`config.mk`:
```
export PLATFORM = sky130hd
export DESIGN_NAME = dmem_port_arbiter
export DESIGN_NICKNAME = d
export VERILOG_FILES = /design/src/rtl/dmem_port_arbiter_pkg.sv /design/src/rtl/dmem_addr_check.sv /design/src/rtl/dmem_port_arbiter.sv
export SDC_FILE = /design/constraint.sdc
export NUM_CORES = 1
export LEC_CHECK = 0
export ABC_AREA = 1
export BUFFER_PORTS_ARGS = -buffer_cell sky130_fd_sc_hd__buf_2
export CELL_PAD_IN_SITES_DETAIL_PLACEMENT = 1
export CELL_PAD_IN_SITES_GLOBAL_PLACEMENT = 2
export CORE_MARGIN = 5
export CORE_UTILIZATION = 15
export CTS_CLUSTER_SIZE = 8
export DETAILED_ROUTE_END_ITERATION = 10
export HOLD_SLACK_MARGIN = 0.08
export PLACE_DENSITY = 0.89
export SLEW_MARGIN = 20
export SYNTH_ARGS = -nofsm -noshare
export SYNTH_HDL_FRONTEND = slang
export SYNTH_HIERARCHICAL = 1
export SYNTH_SLANG_ARGS = --single-unit
```
`constraint.sdc`:
```
create_clock -name clk -period 3.23 [get_ports clk]
set_input_delay 0.1615 -clock clk [delete_from_list [all_inputs] [get_ports clk]]
set_output_delay 0.1615 -clock clk [all_outputs]
set_load 0.02 [all_outputs]
```
`src/rtl/dmem_port_arbiter_pkg.sv`:
```
`default_nettype none
// ============================================================================
// Module : dmem_port_arbiter_pkg
// Brief  : Shared encodings and defaults for the data-memory port arbiter.
// Rev    : 1.0  initial release
// ============================================================================
package dmem_port_arbiter_pkg;

    localparam logic [1:0] D_IDLE = 2'd0;
    localparam logic [1:0] D_WAIT = 2'd1;
    localparam logic [1:0] D_ACK  = 2'd2;

    localparam int unsigned MEM_BYTES_DEFAULT = 128;

endpackage
`default_nettype wire

```
`src/rtl/dmem_addr_check.sv`:
```
`default_nettype none
// ============================================================================
// Module : dmem_addr_check
// Brief  : Combinational word-access legality test (alignment and range).
// Rev    : 1.0  initial release
// ============================================================================
module dmem_addr_check
    import dmem_port_arbiter_pkg::*;
#(
    parameter int DATA_W    = 32,
    parameter int MEM_BYTES = MEM_BYTES_DEFAULT
) (
    input  logic [DATA_W-1:0] addr,
    output logic              legal
);

    // Highest byte address at which a whole word still fits in memory.
    localparam logic [DATA_W-1:0] LAST_WORD = DATA_W'(MEM_BYTES - 4);

    assign legal = (addr[1:0] == 2'b00) && (addr <= LAST_WORD);

endmodule
`default_nettype wire

```
`src/rtl/dmem_port_arbiter.sv`:
```
`default_nettype none
// ============================================================================
// Module : dmem_port_arbiter
// Brief  : Shares one data-memory port between the CPU MEM stage (priority)
//          and a req/ack debug port protected by a starvation counter.
// Rev    : 1.0  initial release
// ============================================================================
module dmem_port_arbiter
    import dmem_port_arbiter_pkg::*;
#(
    parameter int DATA_W     = 32,
    parameter int MEM_BYTES  = MEM_BYTES_DEFAULT,
    parameter int STARVE_MAX = 4,
    parameter int CNT_W      = 3
) (
    input  logic              clk,
    input  logic              rst_n,
    input  logic              cpu_read,
    input  logic              cpu_write,
    input  logic [DATA_W-1:0] cpu_addr,
    input  logic [DATA_W-1:0] cpu_wdata,
    output logic [DATA_W-1:0] cpu_rdata,
    output logic              cpu_stall,
    output logic              cpu_err,
    input  logic              dbg_req,
    input  logic              dbg_we,
    input  logic [DATA_W-1:0] dbg_addr,
    input  logic [DATA_W-1:0] dbg_wdata,
    output logic              dbg_ack,
    output logic [DATA_W-1:0] dbg_rdata,
    output logic              dbg_err,
    output logic [DATA_W-1:0] mem_addr,
    output logic [DATA_W-1:0] mem_wdata,
    output logic              mem_read,
    output logic              mem_write,
    input  logic [DATA_W-1:0] mem_rdata
);

    logic [1:0]        r_state;
    logic [1:0]        w_state_next;
    logic [CNT_W-1:0]  r_starve_cnt;
    logic [DATA_W-1:0] r_dbg_rdata;
    logic              r_dbg_err;
    logic              w_dbg_elig;
    logic              w_cpu_req;
    logic              w_starved;
    logic              w_dbg_gnt;
    logic              w_cpu_gnt;
    logic              w_cpu_legal;
    logic              w_dbg_legal;

    dmem_addr_check #(.DATA_W(DATA_W), .MEM_BYTES(MEM_BYTES)) u_cpu_check (
        .addr  (cpu_addr),
        .legal (w_cpu_legal)
    );

    dmem_addr_check #(.DATA_W(DATA_W), .MEM_BYTES(MEM_BYTES)) u_dbg_check (
        .addr  (dbg_addr),
        .legal (w_dbg_legal)
    );

    always_ff @(posedge clk) begin
        if (!rst_n) r_state <= D_IDLE;
        else        r_state <= w_state_next;
    end

    always_comb begin
        w_state_next = r_state;
        case (r_state)
            D_IDLE:  if (dbg_req) w_state_next = w_dbg_gnt ? D_ACK : D_WAIT;
            D_WAIT:  if (w_dbg_gnt) w_state_next = D_ACK;
            D_ACK:   w_state_next = D_IDLE;
            default: w_state_next = D_IDLE;
        endcase
    end

    // The ack cycle is never eligible, so a held dbg_req restarts from D_IDLE.
    always_comb begin
        w_dbg_elig = 1'b0;
        dbg_ack    = 1'b0;
        case (r_state)
            D_IDLE:  w_dbg_elig = dbg_req;
            D_WAIT:  w_dbg_elig = 1'b1;
            D_ACK:   dbg_ack    = rst_n;
            default: w_dbg_elig = 1'b0;
        endcase
    end

    assign w_cpu_req = cpu_read | cpu_write;
    assign w_starved = (r_starve_cnt == CNT_W'(STARVE_MAX));
    assign w_dbg_gnt = rst_n & w_dbg_elig & (~w_cpu_req | w_starved);
    assign w_cpu_gnt = rst_n & w_cpu_req & ~w_dbg_gnt;

    always_ff @(posedge clk) begin
        if (!rst_n)                       r_starve_cnt <= '0;
        else if (w_dbg_gnt)               r_starve_cnt <= '0;
        else if (w_dbg_elig && !w_starved) r_starve_cnt <= r_starve_cnt + 1'b1;
    end

    // Illegal accesses still consume the grant but never touch memory.
    always_comb begin
        mem_addr  = '0;
        mem_wdata = '0;
        mem_read  = 1'b0;
        mem_write = 1'b0;
        cpu_rdata = '0;
        cpu_err   = 1'b0;
        cpu_stall = 1'b0;
        if (w_cpu_gnt) begin
            mem_addr  = cpu_addr;
            mem_wdata = cpu_wdata;
            mem_read  = cpu_read & w_cpu_legal;
            mem_write = cpu_write & w_cpu_legal;
            cpu_err   = ~w_cpu_legal;
            cpu_rdata = (cpu_read & w_cpu_legal) ? mem_rdata : '0;
        end else if (w_dbg_gnt) begin
            mem_addr  = dbg_addr;
            mem_wdata = dbg_wdata;
            mem_read  = ~dbg_we & w_dbg_legal;
            mem_write = dbg_we & w_dbg_legal;
            cpu_stall = w_cpu_req;
        end
    end

    always_ff @(posedge clk) begin
        if (!rst_n) begin
            r_dbg_rdata <= '0;
            r_dbg_err   <= 1'b0;
        end else begin
            r_dbg_err   <= w_dbg_gnt & ~w_dbg_legal;
            r_dbg_rdata <= (w_dbg_gnt & ~dbg_we & w_dbg_legal) ? mem_rdata : '0;
        end
    end

    assign dbg_rdata = r_dbg_rdata;
    assign dbg_err   = r_dbg_err;

endmodule
`default_nettype wire

```
# After elaboration in Yosys (flattened, before gate mapping)
# Cells that the tools add are included.
# classes
addsub	1
order_cmp	2
n_eq_ne	5
n_mux	19
bitwise	19
n_reduce_logical	10
# ops
op	count
32-bit two-way mux	6
32-bit by 7-bit <= comparator with 1-bit output (second input constant)	2
1-bit AND	11
1-bit two-way mux	8
2-bit logical NOT	3
2-bit two-way mux	3
1-bit NOT	6
2-bit inequality test (second input constant)	2
2-bit case mux with 2 select lines	1
2-bit AND reduction	2
3-bit by 1-bit adder with 3-bit output (second input constant)	1
3-bit equality test (second input constant)	1
1-bit logical AND	3
2-bit by 1-bit equality test with 1-bit output (second input constant)	1
2-bit equality test (second input constant)	1
1-bit bitwise OR	2
1-bit case mux with 2 select lines	1
2-bit OR reduction	1
1-bit logical NOT	1
# word_totals
regBits	38
inputBits	166
out_inout_bits	134
wordCells	60

# Logic depth before layout (Yosys ltp)
# Gate-level depths: netlist of run 1.
# depth
ltp_word	7
depth_mapped	10
mapped_depth_nobuf	9

# By module
# The synthesis of run 1 kept the hierarchy.
# modules_own_cells
module	n_inst	cells_per_inst	area_per_inst_um2	seq_area_each_um2
dmem_port_arbiter	1	456	2591.2	760.7
dmem_addr_check	2	25	106.4	0.0

# Worst setup path before layout of run 1
# No wires, ideal clock.
# synth_path
kind	register to output
startpoint	register r_starve_cnt[0]
endpoint	output cpu_rdata[10]
t_arrival_ps	1454
required_time_ps	3069
setup_slack_ps	1614
path_stages_with_launch	9
n_path_buf	1
path_cell_list	dfxtp_1 inv_1 ha_1 nand2_2 o21ai_2 nand3_2 nand2_1 buf_2 nor2_1
# synth_between
elab_chain_len	6
# synth_lines
element	line	source
start, declared	dmem_port_arbiter.sv:41	logic [CNT_W-1:0] r_starve_cnt;
start signal, assigned	dmem_port_arbiter.sv:97	else if (w_dbg_elig && !w_starved) r_starve_cnt <= r_starve_cnt + 1'b1;
3-bit equality test	dmem_port_arbiter.sv:90	assign w_starved = (r_starve_cnt == CNT_W'(STARVE_MAX));
1-bit bitwise OR	dmem_port_arbiter.sv:91	assign w_dbg_gnt = rst_n & w_dbg_elig & (~w_cpu_req | w_starved);
1-bit AND	dmem_port_arbiter.sv:91	
1-bit NOT	dmem_port_arbiter.sv:92	assign w_cpu_gnt = rst_n & w_cpu_req & ~w_dbg_gnt;
1-bit AND	dmem_port_arbiter.sv:92	
32-bit two-way mux	dmem_port_arbiter.sv:109	if (w_cpu_gnt) begin
end, declared	dmem_port_arbiter.sv:22	output logic [DATA_W-1:0] cpu_rdata,
# Every way passes these cells.

# Worst setup path in the final report of run 1
# layout_path
startpoint	register r_starve_cnt[0]
endpoint	output mem_wdata[0]
# layout_between
elab_chain_len	6
word_cells_on_any_way	7
classes_between	eq/ne: 1; mux: 2; bitwise: 4
# layout_lines
element	line	source
3-bit equality test *	dmem_port_arbiter.sv:90	
1-bit bitwise OR *	dmem_port_arbiter.sv:91	
1-bit AND *	dmem_port_arbiter.sv:91	
1-bit NOT	dmem_port_arbiter.sv:92	
1-bit AND	dmem_port_arbiter.sv:92	
32-bit two-way mux *	dmem_port_arbiter.sv:109	
end, declared	dmem_port_arbiter.sv:33	output logic [DATA_W-1:0] mem_wdata,
# Every way passes the cells marked *; elsewhere a longest branch is shown, timed or not.

==> impl_metrics.toml, run 1 <==
[timing]
totalNegativeSetupSlack_ps = 0
rsz0062_at_grt = "false"
clock.fmax_mhz = 430.3
timing.final.crit_share = 0.7196
report.final.slew_viol_count = 0
hold_viol_final = 0
finalClockSkew_ps = 2.926
final_period_minus_worst_setup_slack_ps = 2324
worst_case_headroom_to_the_max_slew_limit = 0.5512
timing_worst_slew_pin_value_ps = 673.2
setup_violations = 0

[final_layout]
synthToLayoutAreaGrowth_pct = 65.77
final_layout_size_suffix_gt1_frac = 0.4140
filler_cell_count = 2498
postLayoutCoreUtil = 0.2502
final_net_count = 953

[cts]
cts.reportedPaths.clkPinSlew_ps = 60
cts_buffer_depth = 2
clock_insertion_delay_worst_skew_ps = 280
tritoncts_buffer_count = 5
tritoncts = "done"
cts-root-buf = "clkbuf_16"
postCtsHoldBufs = 0
cts_resized = 0
cts.repair_timing.setup_buffer_count = 0
clock_tree.htree_level_count = 2
cts_sinks = 38

[global_route]
grt_remaining_overflow = 0
maximum_number_of_pins_on_one_net_before_global_route_repair = 64
first_pass_grt_wire_length_um = 24110
grt_pass1_vias = 4495
grtUsageTotal = 0.1396
antenna_found_initial = 2

[power_and_ir_drop]
share_seq_of_total_power = 0.339
power.ir.vdd_worst_uv = 255.3
p_switching_uw = 484.7
switching_share = 0.3450
combPwrFrac = 0.318
powerDensity_nw_per_um2 = 302.2
static-leakage-power_nw = 2.844
clock_power_share = 0.342
cell_internal_pwr_uw = 920.0

[yosys]
yosysMostFrequentCell = "nand3_1"
ys.warnings.count = 6
synth_top_cell_by_area = "dfxtp_1"
synth_sequential_area_ratio = 0.2713
syn_inst = 506
yosys_most_used_dff = "dfxtp_1"
yosysTopAreaCellShare = 0.2713
synth_fp_nets = 674
ys_top_cells_by_count = "135 x nand3_1, 132 x nand2_1, 100 x nor2_1"
synth_cell_type_count = 21
synth_area_per_cell_um2 = 5.541
count_of_flip_flops_with_a_built_in_enable_after_synthesis = 0
postSynthRegisterBits = 38
async_flop_share = 0
syn_area_um2 = 2804
netlist_top_cells_area = "dfxtp_1 27%, nand3_1 24%, nand2_1 18%, nor2_1 13%, inv_1 6.4%"

[routing]
drt_iter0_drc = 116
ant_nets = 0
first_pass_iters = 6
wirelength_um = 15940
route.detailed.drc = 0
detail_route.vias_per_cell = 4.223
detailroute.via_count = 4307
avgRoutedWirePerCell_um = 15.62

[min_path]
hold_class = "in -> reg"

[worst_setup_path]
crit_slowest_cell = "buf_4"
worst_setup_path_startpoint = "r_starve_cnt[0]$_SDFFE_PP0P_"
worst_case_reg_to_reg_path_depth = 7
cp_peak_stage_delay_ps = 380
worst-endpoint-required_ps = 3070
critPathCaptureType = "primary output"
cp_max_fo = 32
setup.worst_path.end = "mem_wdata[0]"
crit_chain = "inv_1, ha_1, nand2_2, o21ai_4, nand3_2, buf_4, nand3_1, nand2_1, buf_2"
data_arrival_time_of_the_critical_path_ps = 2160
r2r_setup_slack_ps = 1530
start_kind = "flop"
setup.worst_path.class = "reg -> out"
worst_r2r_endpoint = "r_state[1]$_SDFFE_PN0P_"
timing.rr.start = "r_starve_cnt[0]$_SDFFE_PP0P_"

[floorplanning]
io_pins = 300
fp.dieW_um = 146.7
core.rowCount = 50
floorplan.initialDensity = 0.1509
die_area_um2 = 21530
die_h_um = 146.7
floorplan.core_area_um2 = 18580

[placement]
portBuffers = 299
place.detailed.hpwl_um = 13070
place.gp.congestion = 0.7841

[run]
max_cap_violations = 0

[status]
status = "finished clean"
metal layers:
metal / part of all wire / vias to the layer above / GRT usage
met2: 0.48 / 216 / 0.2514
li1: - / 2141 / -
met5: 0.0013 / - / 0
met1: 0.39 / 1931 / 0.1522
met3: 0.11 / 17 / 0.05861
met4: 0.016 / 2 / 0.03246
logic make-up (layout without fill, tap and decap cells):
kind of cell	after synthesis	in the layout	synth area share
AO/OA/AOI/OAI	2	2	0.004907
adder cells (fa/ha/maj)	2	2	0.008923
buffers and inverters	86	365	0.1290
flip-flops	38	38	0.2713
other	0	1	0
AND/OR/NAND/NOR	378	378	0.5859
flip-flops by register name, indices dropped and copies added (netlist names):
signal,count
dbg_err,1
r_state,2
dbg_rdata,32
r_starve_cnt,3
worst min-delay path by stage:
stage	startpoint	endpoint	slack (ps)	depth (start not counted)
final	mem_rdata[22]	dbg_rdata[22]$_SDFF_PN0_	100	3
after global routing	mem_rdata[7]	dbg_rdata[7]$_SDFF_PN0_	100	3
after CTS	mem_rdata[15]	dbg_rdata[15]$_SDFF_PN0_	90	3
after detailed placement	mem_rdata[7]	dbg_rdata[7]$_SDFF_PN0_	400	3
after global placement	mem_rdata[29]	dbg_rdata[29]$_SDFF_PN0_	390	3
after floorplan	mem_rdata[0]	dbg_rdata[0]$_SDFF_PN0_	270	2
power by group through the flow:
| stage | logic [mW] | clock network (mW) | registers (mW) |
|---|---|---|---|
| floorplan | 0.229 | 0 | 0.487 |
| global placement | 0.453 | 0 | 0.487 |
| detailed placement | 0.456 | 0 | 0.487 |
| CTS | 0.457 | 0.504 | 0.476 |
| global route | 0.495 | 0.522 | 0.477 |
| finish | 0.447 | 0.481 | 0.477 |
layout by cell type, fill, tap and decap left out, types with 2 or more instances in the layout:
cell / Yosys / final
buf_2: 19 / 299
nand3_1: 135 / 135
nand2_1: 132 / 132
nor2_1: 100 / 100
inv_1: 48 / 48
dfxtp_1: 38 / 38
buf_4: 0 / 10
clkbuf_16: 0 / 5
nor3_4: 2 / 3
nor2_2: 3 / 2
ha_1: 2 / 2
stage by stage:
stage,hold slack (ps),setup slack [ps],total power [mW],instance area (um2),instances
after floorplan,273.7,1614,0.7155,2804,506
after global placement,390.6,1164,0.9399,4509,1012
after detailed placement,395.1,1123,0.9432,4509,1012
after CTS,93.20,811.6,1.438,4646,1019
after global routing,96.36,705.0,1.494,4648,1020
final,101.4,905.8,1.405,4648,1020
worst max-delay path, delay by kind of cell, from the launching register on:
kind | cells | cell delay, ps
DFF | 1 | 360
AOI/OAI and AO/OA | 1 | 100
and+or+nand+nor | 4 | 600
buffers and inverters | 3 | 610
adders and majority gates | 1 | 200
area by class of cell:
type	count	area, um2	area share
Multi-Input combinational cell	382	1700	0.3658
Timing Repair Buffer	309	1572	0.3381
Sequential cell	38	760.7	0.1637
Tap cell	234	292.8	0.06299
Inverter	49	183.9	0.03957
Clock buffer	6	128.9	0.02773
Clock inverter	1	7.507	0.001615
Antenna cell	1	2.502	0.0005384
(Power assumes the default switching activity.)
==> run 2, diff against run 1 <==
- ABC_AREA: 1 -> 0
- CORE_UTILIZATION: 15 -> 16
- PLACE_DENSITY: 0.89 -> 0.86
- clock period: 3.23 -> 2.3 ns (I/O delays scaled with it)
==> impl_metrics.toml, run 2 <==
[floorplanning]
floorplan.core_area_um2 = 17780
die_area_um2 = 20660
core.rowCount = 49
fp.dieW_um = 143.7
io_pins = 300
die_h_um = 143.7
floorplan.initialDensity = 0.1609

[yosys]
yosys.area_share.simple = 0.2239
synth_area_per_cell_um2 = 7.244
synthXorXnorAreaFrac = 0
syn_inst = 395
async_flop_share = 0
synth_top_family_by_area = "compound AO/OA/AOI/OAI gates"
yosys_most_used_dff = "dfxtp_1"
syn_area_um2 = 2861
yosysTopAreaCellShare = 0.2659
ys_top_cells_by_count = "68 x inv_1, 65 x o2111ai_1, 64 x and2_1"
yosysMostFrequentCell = "inv_1"
netlist_top_cells_area = "dfxtp_1 27%, o2111ai_1 20%, and2_1 14%, o21ai_0 11%, inv_1 8.9%"
ys.warnings.count = 6
synth_cell_type_count = 28
portion_of_netlist_area_occupied_by_mux_cells = 0
yosys.area_share.adder = 0.008745
count_of_flip_flops_with_a_built_in_enable_after_synthesis = 0
synth_top_cell_by_area = "dfxtp_1"
synth-compound-area-share = 0.3332
postSynthRegisterBits = 38
synth_sequential_area_ratio = 0.2659
synth_fp_nets = 563

[worst_setup_path]
worst_r2r_endpoint = "dbg_rdata[30]$_SDFF_PN0_"
data_arrival_time_of_the_critical_path_ps = 1920
timing.rr.start = "r_starve_cnt[0]$_SDFFE_PP0P_"
worst_setup_path_startpoint = "r_starve_cnt[0]$_SDFFE_PP0P_"
setup.worst_path.end = "cpu_err"
r2r_setup_slack_ps = 770
worst-endpoint-required_ps = 2180
critPathMostFrequentCell = "inv_1"
cp_peak_stage_delay_ps = 380
path_depth = 8
critPathTopFamily = "buffers and inverters"
critPathCaptureType = "primary output"
start_kind = "flop"
crit_chain = "inv_1, ha_1, o2bb2ai_1, nand3_2, buf_12, inv_1, nor3_1, buf_2"
worst_case_reg_to_reg_path_depth = 6
number_of_buffer_and_inverter_stages_on_the_critical_path = 4
cp_max_fo = 67
crit_slowest_cell = "dfxtp_1"
setup.worst_path.class = "reg -> out"

[power_and_ir_drop]
power.ir.vdd_worst_uv = 334.9
powerDensity_nw_per_um2 = 388.9
static-leakage-power_nw = 2.696

[min_path]
hold_class = "in -> reg"

[final_layout]
final_common_cell = "buf_2"
postLayoutCellArea_um2 = 4896
n_antenna_cell = 0
synthToLayoutAreaGrowth_pct = 71.10
filler_cell_count = 2246
final_layout_size_suffix_gt1_frac = 0.4745
most-common-layout-cells = "299 x buf_2, 68 x inv_1, 65 x o2111ai_1"
final_net_count = 855
largest_register_ffs = 32

[global_route]
first_pass_grt_wire_length_um = 21650
antenna_found_initial = 0
grt_pass1_vias = 4165
grt_remaining_overflow = 0
maximum_number_of_pins_on_one_net_before_global_route_repair = 70
grtUsageTotal = 0.1288

[cts]
cts.repair_timing.setup_buffer_count = 0
tritoncts = "done"
clock_tree.htree_level_count = 2
cts-root-buf = "clkbuf_16"
clock_insertion_delay_worst_skew_ps = 280
tritoncts_buffer_count = 5
cts_buffer_depth = 2
cts.reportedPaths.clkPinSlew_ps = 60
cts_sinks = 38

[timing]
final_period_minus_worst_setup_slack_ps = 2033
clock.fmax_mhz = 491.9
totalNegativeSetupSlack_ps = 0
whs_ps = 76.55
report.final.slew_viol_count = 0
finalClockSkew_ps = 8.010
timing_worst_slew_pin_value_ps = 544.4
worst_case_headroom_to_the_max_slew_limit = 0.6371
timing.final.crit_share = 0.8838
rsz0062_at_grt = "false"
hold_viol_final = 0
setup_violations = 0

[routing]
avgRoutedWirePerCell_um = 15.90
route.detailed.drc = 0
first_pass_iters = 4
drt_iter0_drc = 143
ant_nets = 0
detail_route.vias_per_cell = 4.429
detailroute.via_count = 4057
wirelength_um = 14570

[placement]
place.detailed.hpwl_um = 11510
portBuffers = 299
place.gp.congestion = 0.7884
place_area_um2 = 4564

[run]
max_cap_violations = 0

[status]
status = "finished clean"
==> run 2: metrics by stage <==
| stage | setup slack, ps | instances | power, mW | utilization |
|---|---|---|---|---|
| 2_1_floorplan | 612.2 | 395 | 0.9686 | - |
| 3_3_place_gp | 282.0 | 890 | 1.260 | 0.2567 |
| 3_5_place_dp | 210.8 | 890 | 1.266 | 0.2567 |
| 4_1_cts | 190.5 | 916 | 1.929 | 0.2750 |
| 5_1_grt | 97.52 | 916 | 2.010 | 0.2754 |
| 6_report | 267.2 | 916 | 1.904 | 0.2754 |
==> run 2: cell type report <==
type | instances | area [um2] | area share
Sequential cell | 38 | 760.7 | 0.1554
Tap cell | 229 | 286.5 | 0.05852
Clock inverter | 2 | 10.01 | 0.002044
Multi-Input combinational cell | 245 | 1639 | 0.3348
Timing Repair Buffer | 329 | 1819 | 0.3716
Inverter | 68 | 255.2 | 0.05213
Clock buffer | 5 | 125.1 | 0.02556
==> run 2: worst reg2reg max path, stage by stage (launching register included) <==
cell and delay [ps]:
dfxtp_1 380, inv_1 60, ha_1 240, o2bb2ai_1 160
and4_1 230, buf_4 200, and2_1 170
==> run 2: kinds of logic after synthesis <==
logic type | after synthesis
DFF | 38
adders and majority gates | 2
buffers and inverters | 112
and+or+nand+nor | 105
AOI/OAI and AO/OA | 138
==> run 2: layer usage <==
| layer | part of all wire | GRT usage | up-vias |
|---|---|---|---|
| met3 | 0.10 | 0.03195 | 9 |
| met2 | 0.50 | 0.2397 | 199 |
| met1 | 0.39 | 0.1481 | 1862 |
| li1 | - | - | 1987 |
| met5 | 0 | 0 | - |
| met4 | 0.010 | 0.02874 | 0 |
==> run 2: timing repair <==
item                                    CTS  global route
hold endpoints to repair                 19             0
gates resized for setup                   0             1
hold buffers                             19             0
endpoints found under the setup margin    0             2
==> run 2: how the worst min path moves through the flow <==
stage | startpoint | endpoint | slack (ps) | cells after the start
2_1_floorplan | mem_rdata[0] | dbg_rdata[0]$_SDFF_PN0_ | 240 | 1
3_3_place_gp | mem_rdata[22] | dbg_rdata[22]$_SDFF_PN0_ | 330 | 2
3_5_place_dp | mem_rdata[22] | dbg_rdata[22]$_SDFF_PN0_ | 330 | 2
4_1_cts | mem_rdata[20] | dbg_rdata[20]$_SDFF_PN0_ | 80 | 2
5_1_grt | mem_rdata[17] | dbg_rdata[17]$_SDFF_PN0_ | 80 | 2
6_report | mem_rdata[13] | dbg_rdata[13]$_SDFF_PN0_ | 80 | 2
==> run 2: report_power, final <==
group	switching, mW	internal [mW]	total (mW)
combinational	0.359	0.245	0.604
clock	0.240	0.390	0.630
sequential	0.00511	0.665	0.670
==> run 3, diff against run 2 <==
- CORE_ASPECT_RATIO: default -> 1.2
==> impl_metrics.toml, run 3 (synthesized netlist as in run 2, its figures left out) <==
[status]
status = "finished clean"

[worst_setup_path]
data_arrival_time_of_the_critical_path_ps = 2010
start_kind = "input pin"
worst_case_reg_to_reg_path_depth = 6
crit_slowest_cell = "nor4_1"
critPathCaptureType = "primary output"
worst-endpoint-required_ps = 2180
setup.worst_path.class = "in -> out"
cp_max_fo = 4
crit_chain = "buf_2, nor4_1, nand4_1, nor2_1, nor2b_1, and4_1, or2_1, buf_2"
r2r_setup_slack_ps = 730
worst_r2r_endpoint = "dbg_rdata[1]$_SDFF_PN0_"
cp_peak_stage_delay_ps = 550
timing.rr.start = "r_starve_cnt[0]$_SDFFE_PP0P_"
critPathMostFrequentCell = "buf_2"

[cts]
cts-root-buf = "clkbuf_16"
cts_sinks = 38
tritoncts_buffer_count = 5
cts_buffer_depth = 2
clock_tree.htree_level_count = 2
tritoncts = "done"
clock_insertion_delay_worst_skew_ps = 280
cts.reportedPaths.clkPinSlew_ps = 60

[power_and_ir_drop]
switching_share = 0.2919
powerDensity_nw_per_um2 = 440.3
p_switching_uw = 647.5
static-leakage-power_nw = 2.773
cell_internal_pwr_mw = 1.571
share_seq_of_total_power = 0.302
power.ir.vdd_worst_uv = 357.6
clock_power_share = 0.416
combPwrFrac = 0.282

[final_layout]
post_layout_nonfiller_instances = 921
regArea_um2 = 760.7
largest_register_ffs = 32
footprint_of_the_multi_input_gates_um2 = 1633
n_antenna_cell = 0
final_common_cell = "buf_2"
final_layout_size_suffix_gt1_frac = 0.4736
filler_cell_count = 2215
final_net_count = 868
synthToLayoutAreaGrowth_pct = 76.08
most-common-layout-cells = "298 x buf_2, 68 x inv_1, 65 x o2111ai_1"

[global_route]
maximum_number_of_pins_on_one_net_before_global_route_repair = 46
first_pass_grt_wire_length_um = 24850
antenna_found_initial = 0
grt_remaining_overflow = 0
grtUsageTotal = 0.1497
grt_pass1_vias = 4383

[placement]
place.detailed.hpwl_um = 12700
place_inst = 887
place.gp.congestion = 0.8278
portBuffers = 299

[min_path]
hold_end = "dbg_rdata[31]$_SDFF_PN0_"
min_path_cells = 2
hold_class = "in -> reg"
worst_hold_startpoint = "mem_rdata[31]"

[floorplanning]
die_h_um = 156.5
floorplan.initialDensity = 0.1628
die_area_um2 = 20670
floorplan.core_area_um2 = 17570
core.rowCount = 53
fp.dieW_um = 132.1
io_pins = 300

[timing]
timing.final.crit_share = 0.9239
worst_case_headroom_to_the_max_slew_limit = 0.6026
hold_viol_final = 0
final_period_minus_worst_setup_slack_ps = 2125
rsz0062_at_grt = "false"
whs_ps = 88.43
report.final.slew_viol_count = 0
finalClockSkew_ps = 6.356
clock.fmax_mhz = 470.6
setup_violations = 0
totalNegativeSetupSlack_ps = 0
timing_worst_slew_pin_value_ps = 590.6

[routing]
route.detailed.drc = 0
first_pass_iters = 4
avgRoutedWirePerCell_um = 17.89
wirelength_um = 16480
ant_nets = 0
detail_route.vias_per_cell = 4.454
drt_iter0_drc = 107
detailroute.via_count = 4102

[run]
max_cap_violations = 0
## run 3: cell types whose count changed in the layout (fill, tap and decap cells not counted), moves of 2 or more
cell / change
clkinv_2: -2
bufinv_16: +2
buf_12: -2
dlygate4sd3_1: +7
buf_4: +8
## run 3: stage by stage
stage                     cell area (um2)    util  power (mW)  setup WS [ps]
after floorplan                      2861       -      0.9686          612.2
after global placement               4573  0.2602       1.271          189.7
after detailed placement             4573  0.2602       1.275          164.7
after CTS                            5032  0.2864       2.244          157.4
after global routing                 5039  0.2867       2.324          1.227
final                                5039  0.2867       2.218          174.9
## run 3: timing repair
item | in CTS | in global routing
endpoints found under the setup margin | 0 | 2
buffers inserted | 0 | 0
hold endpoints to repair | 26 | 0
gates resized for setup | 0 | 3
hold buffers | 26 | 0
## run 3: metal layers
| metal | track usage | wire, um |
|---|---|---|
| met5 | 0 | 0 |
| met4 | 0.03577 | 204 |
| met1 | 0.1687 | 6387 |
| met2 | 0.2784 | 8519 |
| met3 | 0.04212 | 1369 |
## run 3: power groups by stage
stage | logic (mW) | clock network (mW) | registers (mW)
3_5_place_dp | 0.591 | 0 | 0.684
2_1_floorplan | 0.286 | 0 | 0.683
3_3_place_gp | 0.587 | 0 | 0.684
5_1_grt | 0.686 | 0.969 | 0.670
4_1_cts | 0.629 | 0.945 | 0.669
6_report | 0.626 | 0.923 | 0.669
## run 3: critical path: cells and delay by family
| kind | cells | cell delay, ps |
|---|---|---|
| simple gates | 6 | 1620 |
| buf+inv | 2 | 290 |
## run 3: final cells by class
cell class | count | area share
clock buffers | 6 | 0.02756
clock inverters | 2 | 0.01192
inverters | 68 | 0.05066
multi-input cells | 245 | 0.3241
flip-flops and latches | 38 | 0.1510
well taps | 220 | 0.05463
repair buffers | 342 | 0.3802
## run 3: worst max-delay path by stage
stage | startpoint | end | slack, ps | cells past startpoint
2_1_floorplan | r_starve_cnt[0]$_SDFFE_PP0P_ | mem_addr[13] | 610 | 7
3_3_place_gp | cpu_addr[7] | mem_read | 190 | 9
3_5_place_dp | dbg_addr[26] | dbg_rdata[26]$_SDFF_PN0_ | 160 | 8
4_1_cts | r_starve_cnt[0]$_SDFFE_PP0P_ | mem_addr[0] | 160 | 7
5_1_grt | r_starve_cnt[0]$_SDFFE_PP0P_ | mem_addr[31] | 1 | 8
6_report | dbg_addr[28] | mem_read | 170 | 8
